**src/rtl/mul_seq_24bit.sv**
```systemverilog
// Sequential shift-add multiplier: one partial-product step per clock over operand
// magnitudes, with the sign applied to the full product on the final step.
module mul_seq_24bit #(
   parameter int WIDTH = 24
) (
   input  logic             Clock,
   input  logic             Reset,
   input  logic             Start,
   input  logic             Signed,
   input  logic [WIDTH-1:0] OpA,
   input  logic [WIDTH-1:0] OpB,
   output logic             Busy,
   output logic             Done,
   output logic [WIDTH-1:0] ResultLo,
   output logic [WIDTH-1:0] ResultHi
);

   localparam int CW = $clog2(WIDTH);

   typedef enum logic [1:0] {IDLE, RUN, DONE} state_t;

   state_t               state, next_state;
   logic [WIDTH-1:0]     opa, opb;
   logic                 sgn;
   logic [2*WIDTH-1:0]   acc, acc_next, prod;
   logic [CW-1:0]        cnt;
   logic [WIDTH-1:0]     mag_a, mag_b, addend;
   logic [WIDTH:0]       sum;
   logic                 neg, last;

   // Unsigned negate of the most negative value yields 2^(WIDTH-1), which still
   // fits as an unsigned WIDTH-bit magnitude.
   assign mag_a = (sgn && opa[WIDTH-1]) ? -opa : opa;
   assign mag_b = (sgn && opb[WIDTH-1]) ? -opb : opb;
   assign neg   = sgn && (opa[WIDTH-1] ^ opb[WIDTH-1]);
   assign last  = (cnt == CW'(WIDTH - 1));

   // Right-shifting accumulator: add into the upper half, then shift the pair down.
   assign addend   = mag_b[cnt] ? mag_a : '0;
   assign sum      = {1'b0, acc[2*WIDTH-1:WIDTH]} + {1'b0, addend};
   assign acc_next = {sum, acc[WIDTH-1:1]};
   assign prod     = neg ? -acc_next : acc_next;

   assign Busy = (state == RUN);
   assign Done = (state == DONE);

   always_ff @(posedge Clock or posedge Reset) begin
      if (Reset) state <= IDLE;
      else       state <= next_state;
   end

   always_comb begin
      next_state = state;
      case (state)
         IDLE:    if (Start) next_state = RUN;
         RUN:     if (last)  next_state = DONE;
         DONE:    next_state = IDLE;
         default: next_state = IDLE;
      endcase
   end

   always_ff @(posedge Clock or posedge Reset) begin
      if (Reset) begin
         opa      <= '0;
         opb      <= '0;
         sgn      <= 1'b0;
         acc      <= '0;
         cnt      <= '0;
         ResultLo <= '0;
         ResultHi <= '0;
      end else if (state == IDLE && Start) begin
         opa <= OpA;
         opb <= OpB;
         sgn <= Signed;
         acc <= '0;
         cnt <= '0;
      end else if (state == RUN) begin
         acc <= acc_next;
         if (last) {ResultHi, ResultLo} <= prod;
         else      cnt <= cnt + 1'b1;
      end
   end

endmodule

```
**config.mk**
```make
export PLATFORM = sky130hd
export DESIGN_NAME = mul_seq_24bit
export DESIGN_NICKNAME = d
export VERILOG_FILES = /design/src/rtl/mul_seq_24bit.sv
export SDC_FILE = /design/constraint.sdc
export NUM_CORES = 1
export LEC_CHECK = 0
export ABC_AREA = 1
export CAP_MARGIN = 20
export CORE_MARGIN = 2
export CORE_UTILIZATION = 30
export DETAILED_ROUTE_END_ITERATION = 7
export PLACE_DENSITY = 0.46
export SLEW_MARGIN = 15
export SYNTH_ARGS = -nofsm -noshare
export SYNTH_HDL_FRONTEND = slang
export SYNTH_SLANG_ARGS = --single-unit
```
**constraint.sdc**
```tcl
create_clock -name Clock -period 10.76 [get_ports Clock]
set_input_delay 1.614 -clock Clock [delete_from_list [all_inputs] [get_ports Clock]]
set_output_delay 1.614 -clock Clock [all_outputs]
set_load 0.005 [all_outputs]
```
==> run metrics <==
Die Ht 187 um; initial detailed-routing violation count 711; Mapped Area 0.0100 sq mm; I/O pins 102; largest net degree at the start of global routing 89; RSZ-0062 raised after global routing false; fin nets 1,643; CP Capture Type flop; Post-CTS Setup Bufs 0; DR vias 9,274; post-cts sizing count 0; worst-margin pin slew 0.900 ns; post-DP HPWL 21,100 um; proportion of layout cells with a drive suffix above 1 0.0406; die area 0.0349 sq mm; Total GRT Usage 0.167; clock latency on the worst-skew pair 0.44 ns; port bufs 101; flops & latches, synth 151; Area Overhead vs Synth 20.1%; kind of critical path flop to flop; total gr overflow 0; Netlist cell types 42; initial core utilization 0.307; drt drc 0; skew final 0.0169 ns; cell count after synthesis 1,481; Startpoint Class flop; drt via density 4.60; CP Data Arrival Time 5.24 ns; met1 usage 0.253; crit-path max FO 24; Fin. Hold Viols 0; Tmin final 4.93 ns; TritonCTS clock tree built; Final setup violation count 0; Longest Clk Path Bufs 2; Final TNS setup 0 ns; Core Area 0.0327 sq mm; final WL 28,400 um; Placer Congestion 0.857; drt wl/cell 14.1 um; first-pass GRT wire length 47,600 um; vias in the first global route 9,022; clk slew on worst S/H paths 0.08 ns; grt met2 use 0.250; clock tree root driver cell clkbuf_16; initial antenna violation count 0; drt pass-1 iters 5; Ys Warns 0; total of max-cap violations 0; fmax 0.203 GHz; Synth Area per Inst 6.78 sq um; Die Wd 187 um; GR Layer Usage met3 0.0218; Rel. slew slack 0.399; Net Count, Synth 1,562; CP most frequent cell nand2_1; hold buffer count at CTS 0; layer with the highest usage met1; antenna diode count 0; slowest cell on the critical path inv_1; crit-path max cell delay 0.61 ns; Row Count 66; antenna viol nets, final 0; Req. time, crit path 11.07 ns; Hold Path Class flop to flop; H-tree depth 4; final worst-path cycle share 0.458; CTS Sinks 151; status finished clean; Slew Viols, Final 0; cts bufs inserted 17; sequential fraction of the synthesis area 0.377
==> cell usage in the layout, fill, tap and decap left out, types with 5 or more instances in the layout <==
master and count:
o211ai_1 6, nand2_1 447, nor3_1 14, inv_8 5
o22ai_1 24, clkdlybuf4s50_1 101, dfrtp_1 151, buf_4 7
nand2_2 5, o21ai_0 122, xnor2_1 6, ha_1 28
nor2_1 158, nand3_1 131, nand4_1 21, inv_1 192
o21ai_1 5, xor2_1 53, clkbuf_16 17, a21oi_1 38
clkinv_8 7
==> synthesized netlist by cell type <==
cell,n,share of area
o41ai_1,1,0.00087
and2_1,1,0.00062
nor2_2,4,0.0025
nor4_1,2,0.0012
fa_1,1,0.0020
clkinv_1,1,0.00037
buf_4,1,0.00075
or2_0,1,0.00062
clkbuf_1,34,0.013
xor2_1,53,0.046
nand2_2,5,0.0031
nand2_4,1,0.0011
or2_4,1,0.00087
nor2_1,158,0.059
inv_1,195,0.073
nand3b_1,1,0.00075
o21ai_1,5,0.0025
nor2_4,1,0.0011
xnor2_1,6,0.0052
nand2_1,447,0.17
buf_6,6,0.0067
or3_1,1,0.00062
nand3_1,131,0.065
o21ai_2,1,0.00087
a21oi_4,1,0.0016
nand3_2,2,0.0020
xor2_2,1,0.0016
nor3_2,1,0.0010
inv_2,2,0.00075
or2_2,1,0.00062
a21oi_1,38,0.019
o21bai_1,1,0.00075
o211ai_1,6,0.0045
buf_1,1,0.00037
o22ai_1,24,0.015
nand4_1,21,0.013
buf_2,4,0.0020
nor3_1,15,0.0075
a31oi_1,4,0.0025
ha_1,28,0.035
dfrtp_1,151,0.38
o21ai_0,122,0.061
==> metrics by stage <==
stage,setup WS (ns),util,cells,hold slack (ns),instance area [sq um]
finish,5.83,0.369,2017,0.482,12100
detailed placement,5.79,0.350,1985,0.468,11400
global route,5.14,0.369,2017,0.509,12100
floorplan,5.08,-,1481,0.472,10000
CTS,5.78,0.369,2017,0.488,12100
global placement,5.92,0.350,1985,0.466,11400
==> metal layers <==
layer / vias up / part of all wire
li1: 4882 / -
met1: 4210 / 0.54
met2: 166 / 0.41
met3: 16 / 0.031
met4: 0 / 0.0096
met5: - / 0
==> worst paths after layout <==
path	cells past startpoint	slack [ns]	end	start
max in group asynchronous	3	7.70	opa[11]$_DFFE_PP0P_	Reset
worst max register to register	28	5.83	ResultHi[14]$_DFFE_PP0P_	sgn$_DFFE_PP0P_
min in group asynchronous	2	1.70	ResultLo[19]$_DFFE_PP0P_	Reset
worst max-delay path	28	5.83	ResultHi[14]$_DFFE_PP0P_	sgn$_DFFE_PP0P_
worst min-delay path	2	0.48	ResultHi[9]$_DFFE_PP0P_	ResultHi[9]$_DFFE_PP0P_
worst min register to register	2	0.48	ResultHi[9]$_DFFE_PP0P_	ResultHi[9]$_DFFE_PP0P_
==> final cells by class <==
| class | count | area [sq um] |
|---|---|---|
| Tap cell | 442 | 553 |
| Fill cell | 3643 | 20600 |
| Inverter | 198 | 748 |
| Multi-Input combinational cell | 1086 | 5290 |
| Timing Repair Buffer | 108 | 1060 |
| Clock inverter | 15 | 196 |
| Clock buffer | 17 | 425 |
| Sequential cell | 151 | 3780 |
==> critical path: cells and delay by family (launching register included) <==
kind,cells,cell delay (ns)
XOR/XNOR,1,0.16
AO/OA/AOI/OAI,2,0.31
adder cells (fa/ha/maj),2,0.62
AND/OR/NAND/NOR,20,2.55
buffers and inverters,3,0.79
flip-flops,1,0.39
==> sequential cells by signal, summed over array words and instances (netlist names) <==
signal and count:
opb 24, ResultHi 24, state 2, opa 24, cnt 5, acc 47, sgn 1, ResultLo 24
==> logic make-up (layout without fill, tap and decap cells) <==
group / Yosys count / count (layout) / share of synthesized area
xor+xnor: 60 / 60 / 0.0531
buf+inv: 244 / 338 / 0.0966
flops: 151 / 151 / 0.377
compound gates: 203 / 203 / 0.108
fa+ha+maj: 29 / 29 / 0.0369
simple gates: 794 / 794 / 0.328
Power is left out: the tool's default activity adds up to more than one toggle a clock period on the data nets, which glitch-free logic cannot reach.
